==> config.mk <==
export PLATFORM = sky130hd
export DESIGN_NAME = vga_timing_gen
export DESIGN_NICKNAME = d
export VERILOG_FILES = /design/src/rtl/vga_pkg.sv /design/src/rtl/vga_ce_div.sv /design/src/rtl/vga_timing_gen.sv
export SDC_FILE = /design/constraint.sdc
export NUM_CORES = 1
export LEC_CHECK = 0
export CAP_MARGIN = 20
export CORE_MARGIN = 4
export CORE_UTILIZATION = 50
export CTS_BUF_LIST = sky130_fd_sc_hd__clkbuf_8
export CTS_CLUSTER_SIZE = 8
export DETAILED_ROUTE_END_ITERATION = 10
export HOLD_SLACK_MARGIN = 0.1
export PLACE_DENSITY = 0.9
export RECOVER_POWER = 25
export SYNTH_ARGS = -nofsm -noshare
export SYNTH_HDL_FRONTEND = slang
export SYNTH_SLANG_ARGS = --single-unit
export TNS_END_PERCENT = 10
==> constraint.sdc <==
create_clock -name clk -period 2.75 [get_ports clk]
set_clock_uncertainty 0.15 [all_clocks]
set_input_delay 0.6875 -clock clk [delete_from_list [all_inputs] [get_ports clk]]
set_output_delay 0.6875 -clock clk [all_outputs]
set_load 0.02 [all_outputs]
==> src/rtl/vga_pkg.sv <==
// VGA timing package: default 640x480@60 timing, colour-bar table and
// the region type shared by the horizontal and vertical decoders.
package vga_pkg;

   localparam int unsigned DEF_CLK_DIV  = 2;
   localparam int unsigned DEF_CNT_W    = 10;

   localparam int unsigned DEF_H_ACTIVE = 640;
   localparam int unsigned DEF_H_FP     = 16;
   localparam int unsigned DEF_H_SYNC   = 96;
   localparam int unsigned DEF_H_BP     = 48;

   localparam int unsigned DEF_V_ACTIVE = 480;
   localparam int unsigned DEF_V_FP     = 10;
   localparam int unsigned DEF_V_SYNC   = 2;
   localparam int unsigned DEF_V_BP     = 33;

   localparam int unsigned NUM_BARS     = 8;

   // Left-to-right bar order; index 0 is the leftmost bar.
   localparam logic [0:7][23:0] BAR_RGB = {
      24'hFFFFFF,
      24'hFFFF00,
      24'h00FFFF,
      24'h00FF00,
      24'hFF00FF,
      24'hFF0000,
      24'h0000FF,
      24'h000000
   };

   typedef enum logic [1:0] {
      ACTIVE,
      FP,
      SYNC,
      BP
   } region_t;

   function automatic region_t get_region(
      input int unsigned pos,
      input int unsigned act,
      input int unsigned fp,
      input int unsigned sync
   );
      if (pos < act)
         return ACTIVE;
      else if (pos < act + fp)
         return FP;
      else if (pos < act + fp + sync)
         return SYNC;
      else
         return BP;
   endfunction

endpackage

==> src/rtl/vga_ce_div.sv <==
// Pixel clock-enable divider: one registered pix_ce every CLK_DIV clocks,
// phase held while en is low.
module vga_ce_div #(
   parameter int unsigned CLK_DIV = 2
) (
   input  logic clk,
   input  logic rst_n,
   input  logic en,
   output logic tick,
   output logic pix_ce
);

   localparam int unsigned DW =
      (CLK_DIV > 1) ? $clog2(CLK_DIV) : 1;
   localparam logic [DW-1:0] LAST = DW'(CLK_DIV - 1);

   logic [DW-1:0] div_cnt;

   // tick is the wrap cycle; the timing core advances on it so that
   // its registers change on the same edge that raises pix_ce.
   assign tick = en && (div_cnt == LAST);

   always_ff @(posedge clk or negedge rst_n) begin
      if (!rst_n) begin
         div_cnt <= '0;
         pix_ce  <= 1'b0;
      end else begin
         pix_ce <= tick;
         if (en)
            div_cnt <= tick ? '0 : div_cnt + 1'b1;
      end
   end

endmodule

==> src/rtl/vga_timing_gen.sv <==
// Parametrised VGA timing generator on a single clock with pixel enable.
// Define VGA_TEST_PATTERN_EN to drive 8 colour bars on rgb_o.
module vga_timing_gen
   import vga_pkg::*;
#(
   parameter int unsigned CLK_DIV  = DEF_CLK_DIV,
   parameter int unsigned CNT_W    = DEF_CNT_W,
   parameter int unsigned H_ACTIVE = DEF_H_ACTIVE,
   parameter int unsigned H_FP     = DEF_H_FP,
   parameter int unsigned H_SYNC   = DEF_H_SYNC,
   parameter int unsigned H_BP     = DEF_H_BP,
   parameter int unsigned V_ACTIVE = DEF_V_ACTIVE,
   parameter int unsigned V_FP     = DEF_V_FP,
   parameter int unsigned V_SYNC   = DEF_V_SYNC,
   parameter int unsigned V_BP     = DEF_V_BP,
   parameter logic        H_POL    = 1'b0,
   parameter logic        V_POL    = 1'b0
) (
   input  logic             clk,
   input  logic             rstBtn,
   input  logic             en,
   output logic             pix_ce,
   output logic [CNT_W-1:0] x_o,
   output logic [CNT_W-1:0] y_o,
   output logic             hsync_o,
   output logic             vsync_o,
   output logic             blank_n_o,
   output logic             sync_n_o,
   output logic             line_start_o,
   output logic             frame_start_o,
   output logic [23:0]      rgb_o
);

   localparam int unsigned H_TOTAL =
      H_ACTIVE + H_FP + H_SYNC + H_BP;
   localparam int unsigned V_TOTAL =
      V_ACTIVE + V_FP + V_SYNC + V_BP;

   localparam logic [CNT_W-1:0] H_LAST = CNT_W'(H_TOTAL - 1);
   localparam logic [CNT_W-1:0] V_LAST = CNT_W'(V_TOTAL - 1);

   logic             tick;
   logic [CNT_W-1:0] x_nxt;
   logic [CNT_W-1:0] y_nxt;
   region_t          h_rgn;
   region_t          v_rgn;
   logic             blank_nxt;

   vga_ce_div #(
      .CLK_DIV (CLK_DIV)
   ) u_ce_div (
      .clk    (clk),
      .rst_n  (rstBtn),
      .en     (en),
      .tick   (tick),
      .pix_ce (pix_ce)
   );

   always_comb begin
      x_nxt = x_o + 1'b1;
      y_nxt = y_o;
      if (x_o == H_LAST) begin
         x_nxt = '0;
         y_nxt = (y_o == V_LAST) ? '0 : y_o + 1'b1;
      end
   end

   // Regions decode the next position so registered outputs line up
   // with the counters presented on the same cycle.
   assign h_rgn = get_region(32'(x_nxt), H_ACTIVE, H_FP, H_SYNC);
   assign v_rgn = get_region(32'(y_nxt), V_ACTIVE, V_FP, V_SYNC);

   assign blank_nxt = (h_rgn == ACTIVE) && (v_rgn == ACTIVE);

   assign sync_n_o = 1'b0;

   always_ff @(posedge clk or negedge rstBtn) begin
      if (!rstBtn) begin
         x_o           <= H_LAST;
         y_o           <= V_LAST;
         blank_n_o     <= 1'b0;
         hsync_o       <= ~H_POL;
         vsync_o       <= ~V_POL;
         line_start_o  <= 1'b0;
         frame_start_o <= 1'b0;
      end else begin
         line_start_o  <= 1'b0;
         frame_start_o <= 1'b0;
         if (tick) begin
            x_o           <= x_nxt;
            y_o           <= y_nxt;
            blank_n_o     <= blank_nxt;
            hsync_o       <= (h_rgn == SYNC) ? H_POL : ~H_POL;
            vsync_o       <= (v_rgn == SYNC) ? V_POL : ~V_POL;
            line_start_o  <= (x_nxt == '0);
            frame_start_o <= (x_nxt == '0) && (y_nxt == '0);
         end
      end
   end

`ifdef VGA_TEST_PATTERN_EN
   localparam int unsigned BAR_W =
      (H_ACTIVE >= NUM_BARS) ? H_ACTIVE / NUM_BARS : 1;

   logic [31:0] bar_q;
   logic [2:0]  bar_idx;
   logic [23:0] rgb_nxt;

   always_comb begin
      bar_q   = 32'(x_nxt) / BAR_W;
      bar_idx = (bar_q > 32'd7) ? 3'd7 : bar_q[2:0];
      rgb_nxt = blank_nxt ? BAR_RGB[bar_idx] : 24'h0;
   end

   always_ff @(posedge clk or negedge rstBtn) begin
      if (!rstBtn)
         rgb_o <= 24'h0;
      else if (tick)
         rgb_o <= rgb_nxt;
   end
`else
   assign rgb_o = 24'h0;
`endif

endmodule

==> impl_metrics.env, run 1 <==
export IMPL_globalRoute_busiestLayer="met2"
export IMPL_firstDrtPassIters=4
export IMPL_p_leak_uw=0.0009190
export IMPL_synth_area_per_cell_sq_um=8.574
export IMPL_synth_cell_types=52
export IMPL_grt_pass1_wl_um=6886
export IMPL_tns_ns=0
export IMPL_slew_viol_final=0
export IMPL_synthTopCellsByCount="32 x nand2_1, 26 x buf_4, 15 x dfrtp_1, 15 x o21ai_0, 13 x nor2_1"
export IMPL_path_clk_slew_ns=0.09
export IMPL_grt_max_degree=28
export IMPL_fp_dieW_um=70.94
export IMPL_start_util=0.5291
export IMPL_yosysSeqAreaShare=0.3487
export IMPL_row_count=22
export IMPL_num_nets_final=264
export IMPL_finalSetupViolCount=0
export IMPL_critPathKind="reg2reg"
export IMPL_min_path_type="reg2reg"
export IMPL_drc=0
export IMPL_pwr_share_clk=0.178
export IMPL_num_fill_cells=336
export IMPL_crit_slowest_cell="dfstp_2"
export IMPL_clock_sinks=27
export IMPL_root_buffer="clkbuf_8"
export IMPL_use_met2=0.2739
export IMPL_pwr_share_seq=0.472
export IMPL_io_buffers=28
export IMPL_synth_edf_count=0
export IMPL_cts_tree="built"
export IMPL_yosysTopAreaCell="dfrtp_1"
export IMPL_fin_util=0.6006
export IMPL_status="finished, final reports clean"
export IMPL_synth_area_leaders="dfrtp_1 19%, dfstp_2 16%, buf_4 9.9%"
export IMPL_clockBufferDepth=2
export IMPL_ir_worst_vdd_uv=309.6
export IMPL_power_density_nw_per_um2=573.9
export IMPL_cp_end_kind="register"
export IMPL_arrival_ns=2.64
export IMPL_ant_nets=0
export IMPL_fmax_mhz=389.4
export IMPL_diodes=0
export IMPL_synthToLayoutAreaGrowth_pct=13.52
export IMPL_grtUsageMet3=0.01989
export IMPL_hpwl_um=3215
export IMPL_synth_most_common_cell="nand2_1"
export IMPL_pwr_share_comb=0.351
export IMPL_cts_setup_buffers=0
export IMPL_yosys_warnings=0
export IMPL_viasPerCell=5.563
export IMPL_wl_per_cell_um=14.25
export IMPL_dieArea_sq_um=5032
export IMPL_crit_family="simple AND/OR/NAND/NOR gates"
export IMPL_pin_count=54
export IMPL_period_needed_ns=2.568
export IMPL_syn_inst=231
export IMPL_path_max_fanout=8
export IMPL_grt_pass1_vias=1521
export IMPL_clock_latency_ns=0.28
export IMPL_fin_crit_sh=0.9338
export IMPL_async_flop_share=1.000
export IMPL_cp_start_kind="register"
export IMPL_drive_gt1_frac=0.1289
export IMPL_yosys_register_bits=27
export IMPL_antenna_found_initial=0
export IMPL_cts_buffers=3
export IMPL_rsz0062_at_grt="false"
export IMPL_via_count=1691
export IMPL_p_sw_frac=0.3826
export IMPL_ys_flop_type="dfrtp_1"
export IMPL_place_gp_congestion=0.9759
export IMPL_wl_um=4332
export IMPL_postCtsHoldBufs=0
export IMPL_core_area_sq_um=3744
export IMPL_p_int_uw=796.7
export IMPL_grtUsageTotal=0.1669
export IMPL_slowest_delay_ns=0.61
export IMPL_htreeDepth=1
export IMPL_max_slew_margin=0.06629
export IMPL_grt_overflow=0
export IMPL_die_y_um=70.94
export IMPL_met1_usage=0.2211
export IMPL_hold_viol_final=0
export IMPL_worst_pin_slew_ns=1.401
export IMPL_max_cap_violations=0
export IMPL_yosys_area_top_type_share=0.1895
export IMPL_path_buf_inv=0
export IMPL_dr_first_iter_drc_count=141
export IMPL_syn_cell_area_sq_um=1981
export IMPL_critical_path_required_ns=2.82
export IMPL_p_sw_uw=493.6
export IMPL_cp_cell_sequence="ha_2, and3_1, nand4_1, nor4_2, xor2_1, o32ai_1, and4b_1"
[repair_timing]
item                                    in CTS  in global routing
hold endpoints to repair                     0                  0
endpoints found under the setup margin       0                  3
resized for setup                            0                  1
[power by group through the flow]
stage | registers [uW] | logic, uW | clock network [uW]
6_report | 609 | 453 | 229
5_1_grt | 630 | 489 | 253
4_1_cts | 603 | 455 | 234
3_5_place_dp | 612 | 452 | 0
3_3_place_gp | 605 | 445 | 0
2_1_floorplan | 611 | 307 | 0
[kinds of logic (layout without fill, tap and decap cells)]
logic type	count (synthesis)	in the layout	share of synthesized area
AO/OA/AOI/OAI	40	40	0.1352
XOR/XNOR	17	17	0.07517
adder cells (fa/ha/maj)	4	4	0.02527
buffers and inverters	46	47	0.1503
flip-flops	27	27	0.3487
multiplexers	1	1	0.005685
other	1	25	0.001893
AND/OR/NAND/NOR	95	95	0.2578
[registers in the layout, summed over array words and instances, names as in the netlist]
| name | flops |
|---|---|
| blank_n_o | 1 |
| hsync_o | 1 |
| frame_start_o | 1 |
| y_o | 10 |
| x_o | 10 |
| u_ce_div.div_cnt | 1 |
| vsync_o | 1 |
| line_start_o | 1 |
| u_ce_div.pix_ce | 1 |
[layout make-up]
type,instances,area [sq um],area share
Multi-Input combinational cell,182,1085,0.4825
Sequential cell,27,690.7,0.3072
Timing Repair Buffer,37,344.1,0.1530
Tap cell,48,60.06,0.02671
Clock buffer,3,41.29,0.01836
Inverter,6,22.52,0.01002
Clock inverter,1,5.005,0.002226
[placed cells by master, fill, tap and decap left out, types with 2 or more instances in the layout]
cell,count
dfrtp_1,15
nand4_1,7
xor2_1,6
nand3_1,10
inv_1,6
and2_1,3
nand2_1,32
nor2b_1,4
clkdlybuf4s50_1,27
or3_1,4
clkbuf_8,3
a21oi_1,5
o21a_1,2
nor4_2,3
and3_1,4
a311oi_1,2
o21ai_0,15
o21ai_1,2
conb_1,25
a31oi_1,2
and4_1,2
ha_1,3
dfstp_2,12
nor2_1,13
nor3_1,2
buf_4,8
xnor2_1,11
[worst paths after layout]
| kind | startpoint | end | slack, ns | cells past startpoint |
|---|---|---|---|---|
| hold reg to reg | u_ce_div.div_cnt$_DFFE_PN0P_ | u_ce_div.div_cnt$_DFFE_PN0P_ | 0.32 | 1 |
| hold / removal | u_ce_div.div_cnt$_DFFE_PN0P_ | u_ce_div.div_cnt$_DFFE_PN0P_ | 0.32 | 1 |
| setup reg to reg | x_o[0]$_DFFE_PN1P_ | frame_start_o$_DFF_PN0_ | 0.18 | 7 |
| setup / recovery | x_o[0]$_DFFE_PN1P_ | frame_start_o$_DFF_PN0_ | 0.18 | 7 |
| min in group asynchronous | rstBtn | u_ce_div.div_cnt$_DFFE_PN0P_ | 1.10 | 2 |
| max in group asynchronous | rstBtn | y_o[6]$_DFFE_PN0P_ | 0.53 | 2 |
[stage by stage]
stage	instance area (sq um)	hold slack (ns)	worst slack [ns]	std cells	power, uW
6_report	2248	0.3211	0.1822	304	1290
5_1_grt	2248	0.3476	0.04533	304	1372
4_1_cts	2250	0.3218	0.1425	304	1293
3_5_place_dp	2203	0.3077	0.1663	300	1064
3_3_place_gp	2203	0.3005	0.2606	300	1050
2_1_floorplan	2071	0.2419	0.1744	255	918.4
[routing by layer]
layer  part of all wire  wire [um]  vias up
met5                  0          0        -
li1                   -          -      804
met4              0.018         77        0
met1               0.41       1789      793
met2               0.49       2106       85
met3              0.083        358        9
No activity file was read; power rests on OpenSTA's default activity.
==> run 2: changes to the inputs <==
Settings changed: ABC_AREA from default to 1, CORE_UTILIZATION 50 to 51.
==> run 2 against run 1 <==
Clock-buffer cell count unchanged. Final area increased by 4.7%. Power up 41%. Non-clock buffer count is 6 lower. Critical path type is now reg2out. Critical endpoint is now x_o[2]. Largest cell class unchanged. Largest power group is now combinational cells.
==> impl_metrics.env, run 2 <==
export IMPL_die_y_um=71.93
export IMPL_final_common_cell="nand2_1"
export IMPL_num_nets_final=335
export IMPL_core_area_sq_um=3799
export IMPL_firstDrtPassIters=4
export IMPL_path_clk_slew_ns=0.08
export IMPL_dp_cells=371
export IMPL_ir_worst_vdd_uv=508.0
export IMPL_yosysSeqAreaShare=0.3313
export IMPL_syn_inst=300
export IMPL_grt_max_degree=28
export IMPL_yosys_area_top_type_share=0.1801
export IMPL_worst_pin_slew_ns=1.430
export IMPL_drive_gt1_frac=0.1437
export IMPL_postCtsHoldBufs=0
export IMPL_clockBufferDepth=2
export IMPL_fmax_mhz=420.0
export IMPL_status="finished, final reports clean"
export IMPL_synthTopCellsByCount="86 x nand2_1, 30 x inv_1, 28 x nor2_1"
export IMPL_synth_most_common_cell="nand2_1"
export IMPL_wl_um=4558
export IMPL_cts_setup_buffers=0
export IMPL_grtUsageTotal=0.1823
export IMPL_place_gp_congestion=0.9159
export IMPL_max_cap_violations=0
export IMPL_rr_worst_depth=10
export IMPL_cp_start_kind="register"
export IMPL_cp_end_kind="primary output"
export IMPL_synth_cell_types=30
export IMPL_tns_ns=0
export IMPL_grt_pass1_wl_um=7486
export IMPL_power_density_nw_per_um2=774.0
export IMPL_cts_buffers=3
export IMPL_stdcell_count=375
export IMPL_max_slew_margin=0.04638
export IMPL_slowest_delay_ns=0.64
export IMPL_grt_overflow=0
export IMPL_row_count=22
export IMPL_slew_viol_final=0
export IMPL_arrival_ns=1.54
export IMPL_min_from="vsync_o$_DFFE_PN1P_"
export IMPL_syn_cell_area_sq_um=2084
export IMPL_synth_area_per_cell_sq_um=6.948
export IMPL_top_regs="x_o: 10 flops, y_o: 10 flops"
export IMPL_antenna_found_initial=0
export IMPL_via_count=1899
export IMPL_clock_sinks=27
export IMPL_cts_repair_resized=0
export IMPL_final_cell_mix="86 x nand2_1, 31 x inv_1, 28 x nor2_1, 28 x clkdlybuf4s50_1"
export IMPL_dieArea_sq_um=5174
export IMPL_hpwl_um=3457
export IMPL_place_area_sq_um=2313
export IMPL_rsz0062_at_grt="false"
export IMPL_r2r_slack_ns=0.49
export IMPL_crit_slowest_cell="dfstp_2"
export IMPL_cts_tree="built"
export IMPL_synth_area_leaders="dfrtp_1 18%, nand2_1 15%, dfstp_2 15%"
export IMPL_drc=0
export IMPL_ant_nets=0
export IMPL_fin_area_sq_um=2355
export IMPL_viasPerCell=5.064
export IMPL_finalSetupViolCount=0
export IMPL_min_path_type="reg2reg"
export IMPL_critPathKind="reg2out"
export IMPL_ys_flop_type="dfrtp_1"
export IMPL_clock_latency_ns=0.28
export IMPL_hold_viol_final=0
export IMPL_fp_dieW_um=71.93
export IMPL_diodes=0
export IMPL_yosys_warnings=0
export IMPL_crit_family="flip-flops"
export IMPL_period_needed_ns=2.381
export IMPL_start_util=0.5487
export IMPL_yosysTopAreaCell="dfrtp_1"
export IMPL_grt_pass1_vias=1603
export IMPL_holdPathStages=2
export IMPL_yosys_register_bits=27
export IMPL_dr_first_iter_drc_count=223
export IMPL_path_max_fanout=9
export IMPL_critical_path_required_ns=1.91
export IMPL_htreeDepth=1
export IMPL_wl_per_cell_um=12.15
export IMPL_cp_cell_sequence="clkdlybuf4s50_1"
export IMPL_path_buf_inv=1
export IMPL_synthToLayoutAreaGrowth_pct=12.97
export IMPL_synth_edf_count=0
export IMPL_fin_crit_sh=0.8658
export IMPL_p_leak_uw=0.001085
export IMPL_pin_count=54
export IMPL_r2r_start="x_o[0]$_DFFE_PN1P_"
export IMPL_io_buffers=28
export IMPL_async_flop_share=1.000
export IMPL_reg2reg_to="hsync_o$_DFFE_PN1P_"
export IMPL_whs_endpoint="vsync_o$_DFFE_PN1P_"
export IMPL_root_buffer="clkbuf_8"
## run 2: final cells by class
type	instances	area, sq um
clock inverter	1	3.754
fill	332	1444
timing repair buffer	31	299.0
multi-input combinational	230	1129
clock buffer	3	41.29
inverter	35	131.4
tap	48	60.06
sequential	27	690.7
## run 2: worst max-delay path by stage
stage                                  start                       to  slack [ns]  cells past startpoint
after floorplan           x_o[0]$_DFFE_PN1P_    blank_n_o$_DFFE_PN0P_        0.70                     11
after global placement                    en  frame_start_o$_DFF_PN0_        0.51                      9
after detailed placement                  en    blank_n_o$_DFFE_PN0P_        0.46                      8
after CTS                 x_o[2]$_DFFE_PN1P_                   x_o[2]        0.36                      1
after global routing                  rstBtn       y_o[8]$_DFFE_PN0P_        0.19                      2
final                     x_o[2]$_DFFE_PN1P_                   x_o[2]        0.37                      1
## run 2: metal layers
metal	global-route usage	wire length, um
met1	0.2591	1967
met2	0.2724	2083
met3	0.04709	432
met4	0.05428	75
met5	0	0
## run 2: cell families after synthesis
| logic type | count (synthesis) | synth area share |
|---|---|---|
| compound gates | 28 | 0.07383 |
| flops | 27 | 0.3313 |
| xor+xnor | 1 | 0.004202 |
| other cells | 1 | 0.001799 |
| buf+inv | 67 | 0.1705 |
| fa+ha+maj | 4 | 0.02401 |
| simple gates | 172 | 0.3944 |
## run 2: power breakdown
part / internal [uW] / total, uW / switching [uW]
sequential: 534 / 710 / 176
combinational: 339 / 884 / 546
clock: 100 / 228 / 128
total: 973 / 1820 / 850
## run 2: stage by stage
step	power, uW	utilization	setup WS (ns)	hold WS (ns)
final	1823	0.6199	0.3689	0.3620
after global routing	1967	0.6199	0.1944	0.3893
after CTS	1827	0.6209	0.3556	0.3550
after detailed placement	1592	0.6090	0.4642	0.3224
after global placement	1572	0.6090	0.5050	0.3324
after floorplan	1303	-	0.7031	0.2419
